File: src/rtl/pipe_hazard_ctrl_pkg.sv
// Shared definitions for the pipeline hazard controller.
//
// Contents:
//   state_t   - class of a pipeline cycle; this is also the encoding of the
//               controller's registered 'state' output
//   REG_ZERO  - architectural $zero register. Writes to it never create a
//               real dependency.
package pipe_pkg;

    typedef enum logic [1:0] {
        ST_RUN    = 2'd0,
        ST_DSTALL = 2'd1,
        ST_MSTALL = 2'd2,
        ST_REDIR  = 2'd3
    } state_t;

    localparam logic [4:0] REG_ZERO = 5'd0;

endpackage

File: src/rtl/pipe_hazard_ctrl_sat_counter.sv
// Saturating up-counter with a synchronous active-low clear.
//
// Ports:
//   clk    - rising-edge clock
//   rst_n  - synchronous clear to zero, active low
//   inc    - count up by one this cycle, unless the counter is already all-ones
//   q      - current count
module sat_counter #(
    parameter int CNT_W = 16
) (
    input  logic             clk,
    input  logic             rst_n,
    input  logic             inc,
    output logic [CNT_W-1:0] q
);

    // Once the counter reaches all-ones it holds there instead of wrapping.
    always_ff @(posedge clk) begin
        if (!rst_n) begin
            q <= '0;
        end else if (inc && (q != {CNT_W{1'b1}})) begin
            q <= q + {{(CNT_W-1){1'b0}}, 1'b1};
        end
    end

endmodule

File: src/rtl/pipe_hazard_ctrl.sv
// Stall/flush scheduler for the 5-stage pipeline, which has no forwarding.
//
// The controller drives the write-enables and bubble-loads (flushes) of the PC
// and of the IF/ID, ID/EX, EX/MEM and MEM/WB registers. Outputs are
// combinational and follow this priority: reset, then memory wait, then
// redirect, then data hazard, then run.
// The controller also keeps saturating performance counters and a sticky
// memory-timeout flag.
//
// Ports:
//   clk, rst_n                   clock; synchronous reset, active low
//   id_valid, id_rs, id_rt       instruction in ID and its source registers
//   id_use_rs, id_use_rt         the ID instruction really reads rs / rt
//   ex_rd/ex_we, mem_rd/mem_we,  destination register and RegWrite of the
//   wb_rd/wb_we                  in-flight instructions in EX, MEM and WB
//   mem_access, mem_ready        data memory handshake for the MEM stage
//   mem_redirect                 a branch, jump or jr resolved taken in MEM
//   pc_we..exmem_we              stage write enables
//   ifid_flush..memwb_flush      load a bubble into the stage register
//   pc_redirect                  PC mux selects the MEM-stage target
//   state                        class of the previous cycle
//   stall_cnt, flush_cnt         saturating performance counters
//   mem_timeout                  sticky; a memory wait lasted MEM_TIMEOUT cycles
module pipe_hazard_ctrl
    import pipe_pkg::*;
#(
    parameter int WB_HAZARD   = 1,
    parameter int MEM_TIMEOUT = 255,
    parameter int CNT_W       = 16
) (
    input  logic             clk,
    input  logic             rst_n,
    input  logic             id_valid,
    input  logic [4:0]       id_rs,
    input  logic [4:0]       id_rt,
    input  logic             id_use_rs,
    input  logic             id_use_rt,
    input  logic [4:0]       ex_rd,
    input  logic             ex_we,
    input  logic [4:0]       mem_rd,
    input  logic             mem_we,
    input  logic [4:0]       wb_rd,
    input  logic             wb_we,
    input  logic             mem_access,
    input  logic             mem_ready,
    input  logic             mem_redirect,
    output logic             pc_we,
    output logic             ifid_we,
    output logic             idex_we,
    output logic             exmem_we,
    output logic             ifid_flush,
    output logic             idex_flush,
    output logic             exmem_flush,
    output logic             memwb_flush,
    output logic             pc_redirect,
    output logic [1:0]       state,
    output logic [CNT_W-1:0] stall_cnt,
    output logic [CNT_W-1:0] flush_cnt,
    output logic             mem_timeout
);

    localparam bit              WB_ON        = (WB_HAZARD != 0);
    localparam int              MT_W         = 16;
    localparam logic [MT_W-1:0] TIMEOUT_LAST = MT_W'(MEM_TIMEOUT - 1);

    logic            rs_match;
    logic            rt_match;
    logic            dhaz;
    logic            mwait;
    state_t          cur_class;
    state_t          state_q;
    logic            mwait_clr_n;
    logic [MT_W-1:0] mwait_cnt;

    // A source register conflicts with any older in-flight instruction that
    // will write it. With WB_HAZARD set, the WB stage also conflicts, because
    // the register file does not pass a same-cycle write through to a read.
    always_comb begin
        rs_match = (id_rs != REG_ZERO) &&
                   ((ex_we  && (ex_rd  == id_rs)) ||
                    (mem_we && (mem_rd == id_rs)) ||
                    (WB_ON && wb_we && (wb_rd == id_rs)));
        rt_match = (id_rt != REG_ZERO) &&
                   ((ex_we  && (ex_rd  == id_rt)) ||
                    (mem_we && (mem_rd == id_rt)) ||
                    (WB_ON && wb_we && (wb_rd == id_rt)));
        dhaz     = id_valid && ((id_use_rs && rs_match) || (id_use_rt && rt_match));
        mwait    = mem_access && !mem_ready;
    end

    // Classify the cycle and drive the pipeline controls.
    // A memory wait freezes everything up to EX/MEM and drops a bubble into
    // MEM/WB, and any pending redirect is held back until EX/MEM can advance.
    // A redirect squashes the three younger instructions and overrides a data
    // hazard, because the stalled instruction is being thrown away anyway.
    // A data hazard holds PC and IF/ID and loads a bubble into ID/EX.
    always_comb begin
        cur_class   = ST_RUN;
        pc_we       = 1'b1;
        ifid_we     = 1'b1;
        idex_we     = 1'b1;
        exmem_we    = 1'b1;
        ifid_flush  = 1'b0;
        idex_flush  = 1'b0;
        exmem_flush = 1'b0;
        memwb_flush = 1'b0;
        pc_redirect = 1'b0;
        if (!rst_n) begin
            pc_we       = 1'b0;
            ifid_we     = 1'b0;
            idex_we     = 1'b0;
            exmem_we    = 1'b0;
            ifid_flush  = 1'b1;
            idex_flush  = 1'b1;
            exmem_flush = 1'b1;
            memwb_flush = 1'b1;
        end else if (mwait) begin
            cur_class   = ST_MSTALL;
            pc_we       = 1'b0;
            ifid_we     = 1'b0;
            idex_we     = 1'b0;
            exmem_we    = 1'b0;
            memwb_flush = 1'b1;
        end else if (mem_redirect) begin
            cur_class   = ST_REDIR;
            pc_redirect = 1'b1;
            ifid_flush  = 1'b1;
            idex_flush  = 1'b1;
            exmem_flush = 1'b1;
        end else if (dhaz) begin
            cur_class   = ST_DSTALL;
            pc_we       = 1'b0;
            ifid_we     = 1'b0;
            idex_flush  = 1'b1;
        end
    end

    // Record the class of the cycle that just ended. Software reads it as
    // 'state'.
    always_ff @(posedge clk) begin
        if (!rst_n) begin
            state_q <= ST_RUN;
        end else begin
            state_q <= cur_class;
        end
    end

    assign state = state_q;

    sat_counter #(.CNT_W(CNT_W)) u_stall_cnt (
        .clk   (clk),
        .rst_n (rst_n),
        .inc   ((cur_class == ST_DSTALL) || (cur_class == ST_MSTALL)),
        .q     (stall_cnt)
    );

    sat_counter #(.CNT_W(CNT_W)) u_flush_cnt (
        .clk   (clk),
        .rst_n (rst_n),
        .inc   (cur_class == ST_REDIR),
        .q     (flush_cnt)
    );

    // The wait-length counter only runs during an unbroken memory wait. Any
    // cycle without a wait clears it through its synchronous clear.
    assign mwait_clr_n = rst_n && mwait;

    sat_counter #(.CNT_W(MT_W)) u_mwait_cnt (
        .clk   (clk),
        .rst_n (mwait_clr_n),
        .inc   (mwait),
        .q     (mwait_cnt)
    );

    // Set the flag on the edge that takes the wait count to MEM_TIMEOUT.
    // The flag stays set until reset, and the pipe simply keeps waiting.
    always_ff @(posedge clk) begin
        if (!rst_n) begin
            mem_timeout <= 1'b0;
        end else if (mwait && (mwait_cnt >= TIMEOUT_LAST)) begin
            mem_timeout <= 1'b1;
        end
    end

endmodule

File: config.mk
export PLATFORM = sky130hd
export DESIGN_NAME = pipe_hazard_ctrl
export DESIGN_NICKNAME = d
export VERILOG_FILES = /design/src/rtl/pipe_hazard_ctrl_pkg.sv /design/src/rtl/pipe_hazard_ctrl_sat_counter.sv /design/src/rtl/pipe_hazard_ctrl.sv
export SDC_FILE = /design/constraint.sdc
export NUM_CORES = 1
export LEC_CHECK = 0
export BUFFER_PORTS_ARGS = -buffer_cell sky130_fd_sc_hd__buf_2
export CORE_MARGIN = 2
export CORE_UTILIZATION = 30
export DETAILED_ROUTE_END_ITERATION = 8
export PLACE_DENSITY = 0.52
export REMOVE_ABC_BUFFERS = 1
export SYNTH_ARGS = -nofsm -noshare
export SYNTH_HDL_FRONTEND = slang
export SYNTH_HIERARCHICAL = 1
export SYNTH_SLANG_ARGS = --single-unit
File: constraint.sdc
create_clock -name clk -period 2.6 [get_ports clk]
set_input_delay 0.26 -clock clk [delete_from_list [all_inputs] [get_ports clk]]
set_output_delay 0.26 -clock clk [all_outputs]
set_load 0.05 [all_outputs]
Word level (Yosys, flattened, before mapping)
Cells that the tools add are included.

word-level totals
  flip-flop bits (word level) = 51
  word-level logic and storage cells = 67
  input port bits = 36
  output and inout port bits = 44

cells by class
  reduce and logical (&&, ||, !) cells = 26
  equal/unequal tests = 12
  add/sub/neg operators = 3
  $lt $le $gt $ge = 1
  muxes and demuxes = 20

operators by type and width
  operator                 number
  $add A16 B1 Y16 const B  3
  $ne A16 B16 Y1 const B   3
  $eq A5 B5 Y1             6
  $logic_and A1 B1 Y1      17
  $mux W1                  17
  $ge A16 B8 Y1 const B    1
  $reduce_bool A5 Y1       2
  $logic_or A1 B1 Y1       6
  $mux W2                  3
  $eq A2 B2 Y1 const B     2
  $eq A2 B1 Y1 const B     1
  $logic_not A1 Y1         1

Longest topological paths before layout
  depth after elaboration = 15
  depth in mapped cells = 11
  mapped depth without buffers = 11

Modules after synthesis
Netlist, hierarchy kept.

modules (own cells, without submodules)
  module            cells an instance  times used  area an instance (µm²)
  sat_counter       97                 3           837.1
  pipe_hazard_ctrl  79                 1           601.8

Least setup slack after synthesis
Ideal clock, no wire load.

  path type = input -> output
  from = input port mem_ready
  to = output port pc_we
  slack = -760 ps
  required time = 2340 ps
  path buffers = 1
  arrival = 3100 ps
  stages = 6
  path through = nand2b_1 > inv_1 > nor2_1 > inv_1 > a21oi_1 > buf_4

between the ends
  longest elaborated chain between the ends = 4

ends and longest elaborated chain
  item                   line                    RTL
  from (decl)            pipe_hazard_ctrl.sv:45  input logic mem_ready,
  $logic_not A1 Y1       pipe_hazard_ctrl.sv:88  mwait = mem_access && !mem_ready;
  $logic_and A1 B1 Y1    pipe_hazard_ctrl.sv:88
  named net mwait        pipe_hazard_ctrl.sv:69  logic mwait;
  $mux W1 (2 in series)  --
  to (decl)              pipe_hazard_ctrl.sv:47  output logic pc_we,

The timed path passes the listed nets, and every way through them passes these cells.

Worst setup path after layout
  from = input port id_rt[4]
  to = register u_flush_cnt.q[12]

between the ends
  longest elaborated chain between the ends = 14

ends and longest elaborated chain
  item                                    line                                            RTL
  from (decl)                             pipe_hazard_ctrl.sv:35                          input logic [4:0] id_rt,
  $eq A5 B5 Y1 (on tied branches)         pipe_hazard_ctrl.sv:84, pipe_hazard_ctrl.sv:85
  $logic_and A1 B1 Y1 (on tied branches)  pipe_hazard_ctrl.sv:84, pipe_hazard_ctrl.sv:85
  $logic_or A1 B1 Y1                      pipe_hazard_ctrl.sv:84                          ((ex_we && (ex_rd == id_rt)) ||
  $logic_or A1 B1 Y1                      pipe_hazard_ctrl.sv:85                          (mem_we && (mem_rd == id_rt)) ||
  $logic_and A1 B1 Y1 (*)                 pipe_hazard_ctrl.sv:83                          rt_match = (id_rt != REG_ZERO) &&
  $logic_and A1 B1 Y1 (*)                 pipe_hazard_ctrl.sv:87                          dhaz = id_valid && ((id_use_rs && rs_match) || (id_use_rt && rt_match));
  $logic_or A1 B1 Y1 (*)                  pipe_hazard_ctrl.sv:87
  $logic_and A1 B1 Y1 (*)                 pipe_hazard_ctrl.sv:87
  $mux W1 (*)                             pipe_hazard_ctrl.sv:130                         end else if (dhaz) begin
  $mux W2 (*)                             pipe_hazard_ctrl.sv:124                         end else if (mem_redirect) begin
  $mux W2 (*)                             pipe_hazard_ctrl.sv:117                         end else if (mwait) begin
  $mux W2 (*)                             pipe_hazard_ctrl.sv:108                         if (!rst_n) begin
  named net cur_class[0]                  pipe_hazard_ctrl.sv:70                          state_t cur_class;
  $eq A2 B2 Y1 (*)                        pipe_hazard_ctrl.sv:160                         .inc (cur_class == ST_REDIR),
  $logic_and A1 B1 Y1 (*)                 pipe_hazard_ctrl_sat_counter.sv:21              end else if (inc && (q != {CNT_W{1'b1}})) begin
  to (signal assigned)                    pipe_hazard_ctrl_sat_counter.sv:22              q <= q + {{(CNT_W-1){1'b0}}, 1'b1};
  to (decl)                               pipe_hazard_ctrl_sat_counter.sv:14              output logic [CNT_W-1:0] q

The timed path passes the listed nets; every way through them passes the cells marked *.
A chain may end at the register's enable or synchronous reset.

==> summary.md <==
| Metric | Value |
|---|---|
| Syn Area/Cell | 8.41 um^2 |
| Required @ worst endpoint | 2.79 ns |
| Yosys Warn Count | 6 |
| Cell taking the most area after synthesis | dfxtp_1 |
| Logic pwr share | 15.0% |
| Final Cycle Share | 96.5% |
| First-pass GRT wire length | 14.1 mm |
| Max_cap viols | 0 |
| WP data arrival | 2.69 ns |
| Post-Synthesis Cells | 370 |
| Die W | 106 um |
| Starting Density | 30.6% |
| Clk_lat worst skew | 0.31 ns |
| Placer Congestion | 0.847 |
| Cts bufs inserted | 5 |
| CTS sink cnt | 51 |
| Post-synth top area share | 32.8% |
| Sequential fraction of the synthesis area | 32.8% |
| Hold Path Class | in2reg |
| Clock-pin slew on the worst setup and hold paths | 0.09 ns |
| Antenna cell count | 0 |
| Number of enable flip-flop cells after synthesis | 0 |
| Async SR Flop Fraction | 0% |
| First-pass DRT Iterations | 4 |
| Final Instance Count excl. Fillers | 615 |
| Drt drc | 0 |
| Deepest clock path buffer count | 2 |
| Slew headroom | 59.6% |
| Total track usage | 15.4% |
| Largest net degree at the start of global routing | 16 |
| Final Power | 1620 uW |
| Fin. Hold Viols | 0 |
| H-Tree Level Count | 2 |
| DRT Wirelength | 8.58 mm |
| Post-layout min period | 2.51 ns |
| Part of the power in the clock network | 36.0% |
| Mapped cell area | 3110 um^2 |
| Total number of vias | 3208 |
| M2 GR Usage | 24.6% |
| Cells after DPL | 607 |
| Top post-synthesis cells by area | dfxtp_1, xor2_1, a21oi_1, or4_1, nand3_1 |
| RSZ-0062 raised after global routing | no |
| Critical Setup Path Class | in2reg |
| Rows | 37 |
| Sequential Power Share | 49.1% |
| Net Sw Power | 425 uW |
| Antenna Nets Post-Route | 0 |
| VDD IR max | 251 uV |
| Die height | 106 um |
| Congestion Overflow GR | 0 |
| Area growth, synth to finish | 28.1% |
| Clock root cell | clkbuf_8 |
| Pwr/cell area | 405 nW/um^2 |
| Pint | 1190 uW |
| Most crowded layer after global routing | met2 |
| I/O pin count | 80 |
| Outcome | complete, no violations |
| CTS tree | yes |
| Final #Nets | 518 |
| Count of different cell masters after synthesis | 35 |
| Core area | 10200 um^2 |
| Share of layout cells above drive strength 1 | 26.9% |
| Hold Crit Depth | 2 |
| # port buffers | 79 |
| Slew Limit Fails | 0 |
| Synth Flop Type | dfxtp_1 |
| Initial antenna violation count | 0 |
| Startpoint types | input port |
| Number of global-route vias before repair | 2859 |
| DR WL/cell | 13.9 um |
| Worst-Margin Slew | 0.599 ns |
| Reg2Reg Depth | 6 |
| Grt met3 use | 2.91% |
| Die ar. | 11200 um^2 |
| Leak Pwr | 0.00154 uW |
| Worst Path Max Fanout | 4 |
| Grt met1 use | 21.2% |
| Post-route cell area | 3990 um^2 |
| DR vias/cell | 5.22 |
| Clk_skew | 0.0130 ns |
| DP HPWL | 6.55 mm |
| Placed inst area | 3870 um^2 |
| Initial DRC Count | 165 |
| FMAX | 399 MHz |
| Yosys reg bits | 51 |
| Sw Share | 26.3% |
| Setup crit end kind | flip-flop |
| Setup-violating endpoint count in the final report | 0 |
## flip-flops by register name, summed over array words and instances (netlist names)
signal	count
state	2
u_flush_cnt/q	16
u_mwait_cnt/q	16
u_stall_cnt/q	16
mem_timeout	1
## worst max-delay path, cell delays in order
cell     delay [ns]
buf_2          0.13
buf_4          0.14
xor2_1         0.14
nor4_1         0.26
nand3_1        0.13
and3_1         0.19
o22ai_2        0.15
o21a_1         0.19
ha_1           0.23
buf_4          0.14
nand4_1        0.12
nor4_1         0.33
mux2i_1        0.23
nor2_1         0.05
## power groups by stage
stage	Clock (uW)	Sequential (uW)	Combinational [uW]
global route	639	794	262
CTS	606	793	243
finish	581	793	242
floorplan	0	831	111
detailed placement	0	812	242
global placement	0	811	240
## routing by layer
metal	share of wire, %	routed length (um)
met1	48	4150
met2	45	3880
met3	4.8	413
met4	1.5	131
met5	0	0
## stage by stage
| stage | setup TNS (ns) | setup WS [ns] | hold WS (ns) | util, % |
|---|---|---|---|---|
| 3_5_place_dp | -2.70 | -0.179 | 0.505 | 38.0 |
| 3_3_place_gp | -1.05 | -0.108 | 0.501 | 38.0 |
| 4_1_cts | 0 | 0.149 | 0.200 | 39.1 |
| 6_report | 0 | 0.0922 | 0.215 | 39.2 |
| 5_1_grt | 0 | 0.0236 | 0.217 | 39.2 |
| 2_1_floorplan | -21.50 | -1.90 | 0.384 | - |
## synthesized netlist by cell type, types with 4 or more instances
cell type  count
a21oi_1       31
and4_1         9
buf_4          6
dfxtp_1       51
ha_1           4
inv_1         17
mux2i_1        9
nand2_1       32
nand2b_1       7
nand3_1       24
nand4_1       11
nor2_1        18
nor3_1         6
nor4_1        16
o211a_1        4
o211ai_1       6
o21ai_0       13
o31ai_1       15
or3_1          6
or4_1         17
xnor2_1       13
xor2_1        23
## cell families after synthesis
kind of cell | count (synthesis) | share of synthesized area [%]
DFF | 51 | 32.8
AOI/OAI and AO/OA | 79 | 16.2
buffers and inverters | 26 | 3.86
muxes | 9 | 2.89
xor gates and xnor gates | 36 | 10.1
adders and majority gates | 4 | 1.61
and+or+nand+nor | 165 | 32.5
## area by class of cell
cell class              count  area, um^2
multi-input cells         293        1970
flip-flops and latches     51        1020
inverters                  17        63.8
fillers                  1074        6200
clock inverters             2        35.0
repair buffers            110         641
clock buffers               6        82.6
well taps                 136         170
## final timing paths
path / from / endpoint / slack, ns
max: id_rt[4] / u_flush_cnt/q[12] / 0.09
min: mem_redirect / state[0] / 0.21
max reg2reg: u_flush_cnt/q[0] / u_flush_cnt/q[13] / 0.90
min reg2reg: mem_timeout / mem_timeout / 0.52
## timing repair
action | in CTS | in global routing
endpoints found under the setup margin | 0 | 2
gates resized for setup | 0 | 1
setup buffers | 0 | 0
hold buffers | 0 | 0
## placed cells by master, fill, tap and decap left out, types with 7 or more instances in the layout
master	Yosys	layout
o21ai_0	13	13
dfxtp_1	51	51
mux2i_1	9	9
nand2_1	32	31
o31ai_1	15	15
xor2_1	23	23
nand4_1	11	11
nor4_1	16	16
buf_2	0	79
nor2_1	18	18
nand3_1	24	24
buf_4	6	30
nand2b_1	7	7
xnor2_1	13	13
and4_1	9	9
a21oi_1	31	31
inv_1	17	17
or4_1	17	17
No activity file was read; power rests on OpenSTA's default activity.
